===== src/rtl/usb_tx_packetizer.sv =====
// usb_tx_packetizer: builds SYNC/PID/payload/CRC16/EOP byte stream for a USB transmitter
module usb_tx_packetizer (
  input  logic       clk,
  input  logic       n_rst,
  input  logic       tx_start,
  input  logic [3:0] tx_pid,
  input  logic [6:0] packet_size,
  input  logic [7:0] tx_data,
  output logic       get_tx_data,
  output logic [7:0] byte_out,
  output logic       byte_valid,
  input  logic       byte_ready,
  output logic       eop_req,
  input  logic       eop_ack,
  output logic       tx_busy,
  output logic       tx_done,
  output logic       tx_error
);
  typedef enum logic [2:0] {IDLE, SYNC, PID, DATA, CRC_LO, CRC_HI, EOP, DONE} state_t;
  state_t      r_state;
  logic [3:0]  r_pid;
  logic [6:0]  r_size;
  logic [6:0]  r_cnt;
  logic [15:0] r_crc;
  logic        r_err;
  logic        w_pid_hs;
  logic        w_pid_data;
  logic        w_accept;
  logic        w_xfer;
  logic [15:0] w_crc_next;
  // Reflected CRC16 (0x8005 reversed = 0xA001), LSB of each byte first
  function automatic logic [15:0] crc_byte(input logic [15:0] c, input logic [7:0] d);
    logic [15:0] x;
    x = c ^ {8'h00, d};
    for (int i = 0; i < 8; i++) x = x[0] ? ((x >> 1) ^ 16'hA001) : (x >> 1);
    return x;
  endfunction
  assign w_pid_hs   = (tx_pid == 4'b0010) || (tx_pid == 4'b1010) || (tx_pid == 4'b1110);
  assign w_pid_data = (tx_pid[2:0] == 3'b011);
  assign w_accept   = w_pid_hs || (w_pid_data && packet_size <= 7'd64);
  assign w_crc_next = crc_byte(r_crc, tx_data);
  assign w_xfer     = byte_valid && byte_ready;
  // Output decode from the current state; payload byte is the buffer head passed straight through
  always_comb begin
    byte_valid  = (r_state == SYNC) || (r_state == PID) || (r_state == DATA) ||
                  (r_state == CRC_LO) || (r_state == CRC_HI);
    byte_out    = (r_state == SYNC)   ? 8'h80 :
                  (r_state == PID)    ? {~r_pid, r_pid} :
                  (r_state == DATA)   ? tx_data :
                  (r_state == CRC_LO) ? ~r_crc[7:0] :
                  (r_state == CRC_HI) ? ~r_crc[15:8] : 8'h00;
    get_tx_data = (r_state == DATA) && byte_ready;
    eop_req     = (r_state == EOP);
    tx_done     = (r_state == DONE);
    tx_busy     = (r_state != IDLE);
    tx_error    = r_err;
  end
  // Packet sequencer: accepts a request in IDLE and walks the packet fields
  always_ff @(posedge clk or negedge n_rst) begin
    if (!n_rst) begin
      r_state <= IDLE;
      r_pid   <= 4'h0;
      r_size  <= 7'd0;
      r_cnt   <= 7'd0;
      r_crc   <= 16'hFFFF;
      r_err   <= 1'b0;
    end else begin
      r_err <= 1'b0;
      case (r_state)
        IDLE: if (tx_start) begin
          if (w_accept) begin
            r_state <= SYNC;
            r_pid   <= tx_pid;
            r_size  <= packet_size;
            r_cnt   <= 7'd0;
            r_crc   <= 16'hFFFF;
          end else r_err <= 1'b1;
        end
        SYNC:   if (w_xfer) r_state <= PID;
        PID:    if (w_xfer) r_state <= (r_pid[1:0] == 2'b10) ? EOP : (r_size != 7'd0) ? DATA : CRC_LO;
        DATA: if (w_xfer) begin
          r_cnt <= r_cnt + 7'd1;
          r_crc <= w_crc_next;
          if (r_cnt + 7'd1 == r_size) r_state <= CRC_LO;
        end
        CRC_LO: if (w_xfer) r_state <= CRC_HI;
        CRC_HI: if (w_xfer) r_state <= EOP;
        EOP:    if (eop_ack) r_state <= DONE;
        DONE:   r_state <= IDLE;
        default: r_state <= IDLE;
      endcase
    end
  end
endmodule


===== config.mk =====
export PLATFORM = sky130hd
export DESIGN_NAME = usb_tx_packetizer
export DESIGN_NICKNAME = d
export VERILOG_FILES = /design/src/rtl/usb_tx_packetizer.sv
export SDC_FILE = /design/constraint.sdc
export NUM_CORES = 1
export LEC_CHECK = 0
export BUFFER_PORTS_ARGS = -buffer_cell sky130_fd_sc_hd__buf_2
export CAP_MARGIN = 40
export CORE_MARGIN = 5
export CORE_UTILIZATION = 45
export DETAILED_ROUTE_END_ITERATION = 16
export PLACE_DENSITY_LB_ADDON = 0.12
export SLEW_MARGIN = 40
export SYNTH_ARGS = -nofsm -noshare
export SYNTH_HDL_FRONTEND = slang
export SYNTH_SLANG_ARGS = --single-unit
export TNS_END_PERCENT = 50

===== constraint.sdc =====
create_clock -name clk -period 1.9 [get_ports clk]
set_input_delay 0.19 -clock clk [delete_from_list [all_inputs] [get_ports clk]]
set_output_delay 0.19 -clock clk [all_outputs]
set_load 0.05 [all_outputs]

---- Word-level counts from Yosys, hierarchy flattened ----
Cells that the tools add are included.
cells by class
  $add $sub $neg .......................... 1
  magnitude comparators ................... 1
  eq/ne operators ......................... 22
  mux-type cells .......................... 36
  bitwise operators ....................... 12
  reductions and logical operators ........ 17
operators with widths
  kind                                                   number
  2-to-1 mux 16 bit                                      11
  2-to-1 mux 8 bit                                       5
  2-to-1 mux 3 bit                                       11
  case mux 16 bit (2 select lines)                       1
  NOT 2 -> 3 bit                                         8
  case mux 3 bit (8 select lines)                        1
  2-to-1 mux 7 bit                                       3
  NOT 8 bit                                              2
  XOR 16 x 8 -> 16 bit                                   1
  != test 2 bit, second input constant                   7
  case mux 7 bit (2 select lines)                        1
  equality test 3 bit, second input constant             4
  equality test 3 x 2 -> 1 bit, second input constant    3
  AND reduction 9 bit                                    1
  equality test 4 bit, second input constant             2
  adder 7 x 1 -> 7 bit, second input constant            1
  equality test 7 bit                                    1
  less-or-equal comparator 7 bit, second input constant  1
  logical OR 1 bit                                       7
  nonzero test 7 bit                                     1
  equality test 4 x 2 -> 1 bit, second input constant    1
  != test 2 x 1 -> 1 bit, second input constant          2
  NOT 4 bit                                              1
  AND reduction 4 bit                                    1
  other kinds (8)                                        12
word-level totals
  register bits ........................... 38
  output and inout bits ................... 14
  logic and storage cells ................. 95

---- Depth between registers and ports, before layout ----
Gate-level depths: netlist of the first run.
  depth after elaboration ................. 19
  depth in mapped cells ................... 8
  gate-level depth less buffers ........... 6

---- Worst setup path after synthesis of the first run ----
OpenSTA, ideal clock, no wires.
  path type ............................... reg-to-output
  from .................................... reg r_state[1]
  to ...................................... out byte_out[1]
  arrival time ............................ 2.006 ns
  data required time ...................... 1.710 ns
  slack ................................... -0.296 ns
  stages on the path, launching flop included .. 7
  path buffers ............................ 2
  path through ............................ dfrtp_1 clkbuf_1 inv_1 nor2_1 clkbuf_1 a21oi_1 a21oi_1
between the ends
  word-level cells in the longest chain between the ends .. 6
RTL lines
  what                    RTL line  text
  from (decl)             20        state_t r_state;
  from (signal assigned)  80        PID: if (w_xfer) r_state <= (r_pid[1:0] == 2'b10) ? EOP : (r_size != 7'd0) ? DATA : CRC_LO;
  equality test 3 bit     51        (r_state == CRC_HI) ? ~r_crc[15:8] : 8'h00;
  2-to-1 mux 8 bit        51
  2-to-1 mux 8 bit        50        (r_state == CRC_LO) ? ~r_crc[7:0] :
  2-to-1 mux 8 bit        49        (r_state == DATA) ? tx_data :
  2-to-1 mux 8 bit        48        (r_state == PID) ? {~r_pid, r_pid} :
  2-to-1 mux 8 bit (*)    47        byte_out = (r_state == SYNC) ? 8'h80 :
  to (decl)               10        output logic [7:0] byte_out,
Mark *: on every way between the ends. The rest lies on a longest branch, timed or not.

---- Final worst setup path of the first run ----
  from .................................... reg r_state[1]
  to ...................................... out byte_out[5]
Same word-level chain as after synthesis.

==> summary.txt, run 1 <==
Run status
  • Outcome: finished clean

Routing
  • Total Wirelength: 6270 um
  • Via count: 2130
  • WL per Instance: 15.9 um
  • Vias per Instance: 5.42
  • Post-route ant nets: 0
  • DRT iter0 DRCs: 238
  • Drt drc: 0
  • TritonRoute pass-1 iters: 4

Worst setup path
  • Max incr delay on CP: 390 ps
  • Worst Path Required: 1710 ps
  • Delay-heaviest family, CP: buffers and inverters
  • Slowest CP cell: dfrtp_1
  • CP endpoint kind: primary output
  • Crit-path max FO: 12
  • CP Data Arrival Time: 1680 ps
  • WP buf/inv: 3
  • Beginning of the critical path: r_state[1]
  • Crit path kind: register to primary output
  • Critical Path Source Type: register
  • CP Cell Sequence: inv_1, nand2_2, buf_4, nor2_1, a21oi_1, a21oi_2, clkbuf_4
  • R2R Path Start: r_crc[5]

Power
  • Sequential Power Share: 26.3%
  • Power Dens Cells: 2120 nW/um2
  • Peak supply drop: 1090 uV
  • Combinational share of power: 64.8%
  • Internal power: 3.20 mW
  • Net switching fraction of the power: 48.5%
  • Static leakage: 1.30 nW
  • Clock share of power: 8.9%
  • NetSw: 3.01 mW
  • Total power: 6.21 mW

Clock network
  • Worst-Skew Late Latency: 290 ps
  • TritonCTS buffer count: 5
  • H-tree depth: 2
  • Root Buffer: clkbuf_8
  • Max clock buf depth: 2
  • Clk pin slew, worst setup/hold paths: 80 ps
  • TritonCTS clock tree: done
  • Clk sinks: 38

Die
  • Die H: 81.7 um
  • Core area: 5040 um2
  • Site row count: 26
  • Die area: 6680 um2
  • Io pins: 38
  • Initial Util: 45.9%
  • Die X: 81.7 um

STA
  • Unrepaired setup endpoints after global routing: true
  • Worst Tran Pin Value: 661 ps
  • FMAX: 534 MHz
  • Final Critical Period: 1870 ps
  • Max_slew headroom: 55.9%
  • Max-slew violations: 0
  • Setup tns final: 0 ps
  • Final period utilization: 98.6%
  • Final setup violation count: 0
  • Fin Clk Skew: 7.82 ps
  • Hold Fails Final Rpt: 0

Finish
  • Layout fillers: 476
  • Diode count: 0
  • Area Growth Syn to Fin: 26.6%
  • Final instance area: 2930 um2
  • Multi-input logic area: 1380 um2
  • Layout cells sized above 1: 32.5%
  • FF/Latch Area: 971 um2
  • Final core utilization: 58.1%
  • Final std cells w/o fill: 393
  • Layout Nets: 347

Hold path
  • Hold_sp: packet_size[1]
  • Hold Crit Class: input pin to register

Synth
  • Average cell area after synthesis: 8.48 um2
  • Post-Syn Area: 2320 um2
  • Synthesized Nets: 298
  • Syn. warnings: 0
  • Synth Flop Type: dfrtp_1
  • Synthesized flop and latch total: 38
  • Post-synthesis sequential area ratio: 41.9%
  • Post-Syn Instances: 273
  • Async S/R FF share, synth: 100%
  • EDFF count, synth: 0
  • Distinct cell type count after synthesis: 47

GRT
  • Gr ovfl total: 0
  • Initial antenna violation count: 0
  • Largest net degree at the start of global routing: 30
  • Vias in the first global route: 2016
  • First-pass GRT wire length: 10200 um
  • GR Util All Layers: 20.2%

Placed design
  • DP Cell Count: 383
  • DP Wirelength: 4590 um
  • RePlAce Congestion: 0.879
  • Placed inst area: 2720 um2
  • I/O Buffers: 37

Flow run
  • Max-Cap Viols: 0
## synth_stat cells, types with 4 or more instances
cell | instances | area, um2
a21oi_1 | 31 | 155
a31oi_1 | 5 | 31.3
buf_2 | 4 | 20.0
clkbuf_1 | 10 | 37.5
dfrtp_1 | 22 | 551
dfstp_2 | 16 | 420
inv_1 | 5 | 18.8
nand2_1 | 42 | 158
nand2b_1 | 4 | 25.0
nand3_1 | 7 | 35.0
nor2_1 | 30 | 113
nor3_1 | 10 | 50.1
o21ai_0 | 11 | 55.1
o22ai_1 | 5 | 31.3
xnor2_1 | 19 | 166
xor2_1 | 8 | 70.1
## metal layers
metal	up-vias	routed length, um	GRT usage (%)
met5	-	0	0
met4	0	56	4.49
met3	7	298	4.61
met2	50	2860	29.6
met1	1028	3060	30.2
li1	1045	-	-
## tightest hold or removal path, delay by kind of cell
family                 cells  cell delay (ps)
buffers and inverters      1               80
and+or+nand+nor            2               80
## cells in the final DEF, fill, tap and decap left out, drive strengths merged, types with 3 or more instances in the layout
master	instances
or3	3
nor3	10
a211oi	3
and2	3
clkbuf	11
inv	6
nand2	42
o22ai	5
nor2	30
o21ai	13
a31oi	5
a21oi	31
xnor2	20
xor2	8
dfstp	16
nand3	7
dfrtp	22
nand2b	4
a2bb2oi	4
buf	52
## sequential cells by signal (all words and copies together) (netlist names)
signal	count
r_size	7
tx_error	1
r_crc	16
r_pid	4
r_cnt	7
r_state	3
## power by group through the flow
stage / Sequential, mW / Combinational (mW) / Clock (mW)
2_1_floorplan: 1.51 / 2.88 / 0
3_3_place_gp: 1.60 / 3.67 / 0
3_5_place_dp: 1.62 / 3.71 / 0
4_1_cts: 1.61 / 3.76 / 0.563
5_1_grt: 1.68 / 4.33 / 0.602
6_report: 1.64 / 4.03 / 0.550
## worst paths after layout
| path | endpoint | slack (ps) | cells past startpoint |
|---|---|---|---|
| setup reg to reg | r_crc[15] | 110 | 5 |
| setup / recovery | byte_out[5] | 30 | 7 |
| hold reg to reg | r_crc[4] | 510 | 2 |
| max in group asynchronous | r_crc[8] | 790 | 3 |
| min in group asynchronous | r_state[1] | 470 | 2 |
| hold / removal | r_size[1] | 110 | 3 |
## final cells by class
class                           count  share of cell area [%]
Multi-Input combinational cell    213                    46.9
Sequential cell                    38                    33.1
Clock buffer                        6                    2.48
Timing Repair Buffer               58                    13.2
Inverter                            6                   0.768
Clock inverter                      2                   0.469
Tap cell                           70                    2.99
## cell families after synthesis
family / Yosys count / synth area share [%]
simple gates: 108 / 20.6
compound gates: 72 / 19.3
flops: 38 / 41.9
xor+xnor: 30 / 12.9
buf+inv: 22 / 3.78
mux: 2 / 0.918
fa+ha+maj: 1 / 0.540
## metrics by stage
step / setup slack [ps] / hold slack [ps]
floorplan: -222 / -106
global placement: 104 / 266
detailed placement: 20.2 / 266
CTS: -0.597 / 99.6
global route: -73.4 / 105
finish: 26.9 / 107
## repair_timing
action / CTS / global route
pin swaps: 0 / 2
gates cloned: 0 / 0
resized for setup: 4 / 24
buffers inserted: 0 / 1
endpoints found under the setup margin: 6 / 17
hold endpoints to repair: 22 / 0
hold buffers: 1 / 0
(Power assumes the default switching activity.)
==> inputs of run 2 (changes only) <==
CORE_UTILIZATION = 51   (was 45)
==> summary.txt, run 2 (synthesized netlist as in run 1, its figures left out) <==
Run status
  • Outcome: finished clean

Clock network
  • TritonCTS clock tree: done
  • Clk pin slew, worst setup/hold paths: 80 ps
  • Clk sinks: 38
  • H-tree depth: 2
  • Root Buffer: clkbuf_8
  • Max clock buf depth: 2
  • Post-CTS Setup Inserts: 0
  • TritonCTS buffer count: 5
  • Worst-Skew Late Latency: 290 ps

GRT
  • First-pass GRT wire length: 10400 um
  • GR Util All Layers: 21.2%
  • Vias in the first global route: 2150
  • Gr ovfl total: 0
  • Initial antenna violation count: 0
  • Largest net degree at the start of global routing: 30

Worst setup path
  • CP endpoint kind: primary output
  • Beginning of the critical path: r_state[2]
  • CP Data Arrival Time: 1630 ps
  • Crit path kind: register to primary output
  • Worst Path Required: 1710 ps
  • Critical Path Source Type: register
  • R2R Path Start: r_crc[5]
  • Reg2reg path depth: 5
  • Crit-path max FO: 9

Power
  • Internal power: 3.49 mW
  • Sequential Power Share: 25.1%
  • NetSw: 2.99 mW
  • Combinational share of power: 62.4%
  • Clock share of power: 12.5%
  • Power Dens Cells: 2180 nW/um2
  • Peak supply drop: 1200 uV
  • Static leakage: 1.33 nW
  • Total power: 6.48 mW
  • Net switching fraction of the power: 46.2%

Finish
  • Commonest cells after routing, fill and taps aside: nand2_1, nor2_1, buf_2, a21oi_1, buf_4
  • Area Growth Syn to Fin: 28.3%
  • Final std cells w/o fill: 374
  • Final instance area: 2970 um2
  • Layout fillers: 376
  • Diode count: 0
  • Most flops, register: r_crc
  • Biggest regs: r_crc x16, r_cnt x7, r_size x7
  • Layout Nets: 346
  • Max FFs per register: 16
  • Layout cells sized above 1: 32.9%
  • Final core utilization: 67.8%
  • Commonest non-fill, non-tap cell in the layout: nand2_1

Routing
  • Drt drc: 0
  • TritonRoute pass-1 iters: 4
  • Vias per Instance: 5.80
  • Post-route ant nets: 0
  • WL per Instance: 16.4 um
  • DRT iter0 DRCs: 179
  • Total Wirelength: 6150 um
  • Via count: 2170

Hold path
  • Worst Hold Depth: 3
  • Hold Crit Class: input pin to register
  • Hold_sp: tx_pid[3]

Die
  • Io pins: 38
  • Die area: 5990 um2
  • Die X: 77.4 um
  • Initial Util: 52.8%
  • Die H: 77.4 um
  • Core area: 4380 um2
  • Site row count: 24

STA
  • Hold Fails Final Rpt: 0
  • Final period utilization: 95.8%
  • Final setup violation count: 0
  • Max_slew headroom: 57.6%
  • Unrepaired setup endpoints after global routing: true
  • Worst Tran Pin Value: 637 ps
  • Fin Clk Skew: 9.50 ps
  • Max-slew violations: 0
  • Final Critical Period: 1820 ps
  • Hold Slack: 100 ps
  • FMAX: 549 MHz

Placed design
  • I/O Buffers: 37
  • Placed inst area: 2710 um2
  • RePlAce Congestion: 0.904
  • DP Cell Count: 365
  • DP Wirelength: 4370 um

Flow run
  • Max-Cap Viols: 0
run 2: changes by cell type in the layout (fill, tap and decap cells not counted), sizes merged:
cell	delta
bufinv	+2
clkbuf	-6
buf	+4
clkinv	-1
run 2: cell type report:
| type | instances | area (um2) | share of cell area [%] |
|---|---|---|---|
| Multi-Input combinational cell | 213 | 1380 | 46.5 |
| Sequential cell | 38 | 971 | 32.7 |
| Clock inverter | 3 | 63.8 | 2.15 |
| Timing Repair Buffer | 57 | 397 | 13.3 |
| Clock buffer | 5 | 68.8 | 2.32 |
| Tap cell | 52 | 65.1 | 2.19 |
| Inverter | 6 | 25.0 | 0.842 |
run 2: final timing paths:
| check | endpoint | slack (ps) |
|---|---|---|
| max in group asynchronous | r_crc[5] | 800 |
| min in group asynchronous | r_cnt[4] | 450 |
| hold reg to reg | r_crc[1] | 510 |
| setup reg to reg | r_crc[14] | 100 |
| setup / recovery | byte_out[7] | 80 |
| hold / removal | r_pid[3] | 100 |
run 2: timing repair:
action | in CTS | in global routing
hold buffers | 1 | 0
hold endpoints to repair | 22 | 0
pin swaps | 0 | 4
setup endpoints to repair | 8 | 15
resized for setup | 9 | 23
run 2: critical path: stages, from the launching register on:
cell	delay, ps
dfrtp_1	420
buf_6	160
inv_1	90
nand2_2	120
o22ai_1	170
nor2_1	50
a21oi_1	110
buf_4	210
run 2: per-stage QoR:
step	setup WS, ps	setup TNS [ps]
after global routing	-15.6	-30.4
after global placement	119	0
after CTS	-13.7	-13.7
final	79.1	0
after floorplan	-222	-600
after detailed placement	2.05	0
run 2: power by group through the flow:
stage               combinational, mW  clock (mW)  sequential (mW)
CTS                              3.82       0.827             1.60
floorplan                        2.88           0             1.51
global route                     4.35       0.864             1.67
global placement                 3.66           0             1.60
finish                           4.05       0.808             1.63
detailed placement               3.70           0             1.61
run 2: layer usage:
layer | wire (um) | track usage, % | vias up
li1 | - | - | 1047
met1 | 2900 | 30.9 | 1046
met2 | 2760 | 31.4 | 68
met3 | 378 | 4.75 | 9
met4 | 105 | 6.53 | 0
met5 | 0 | 0 | -
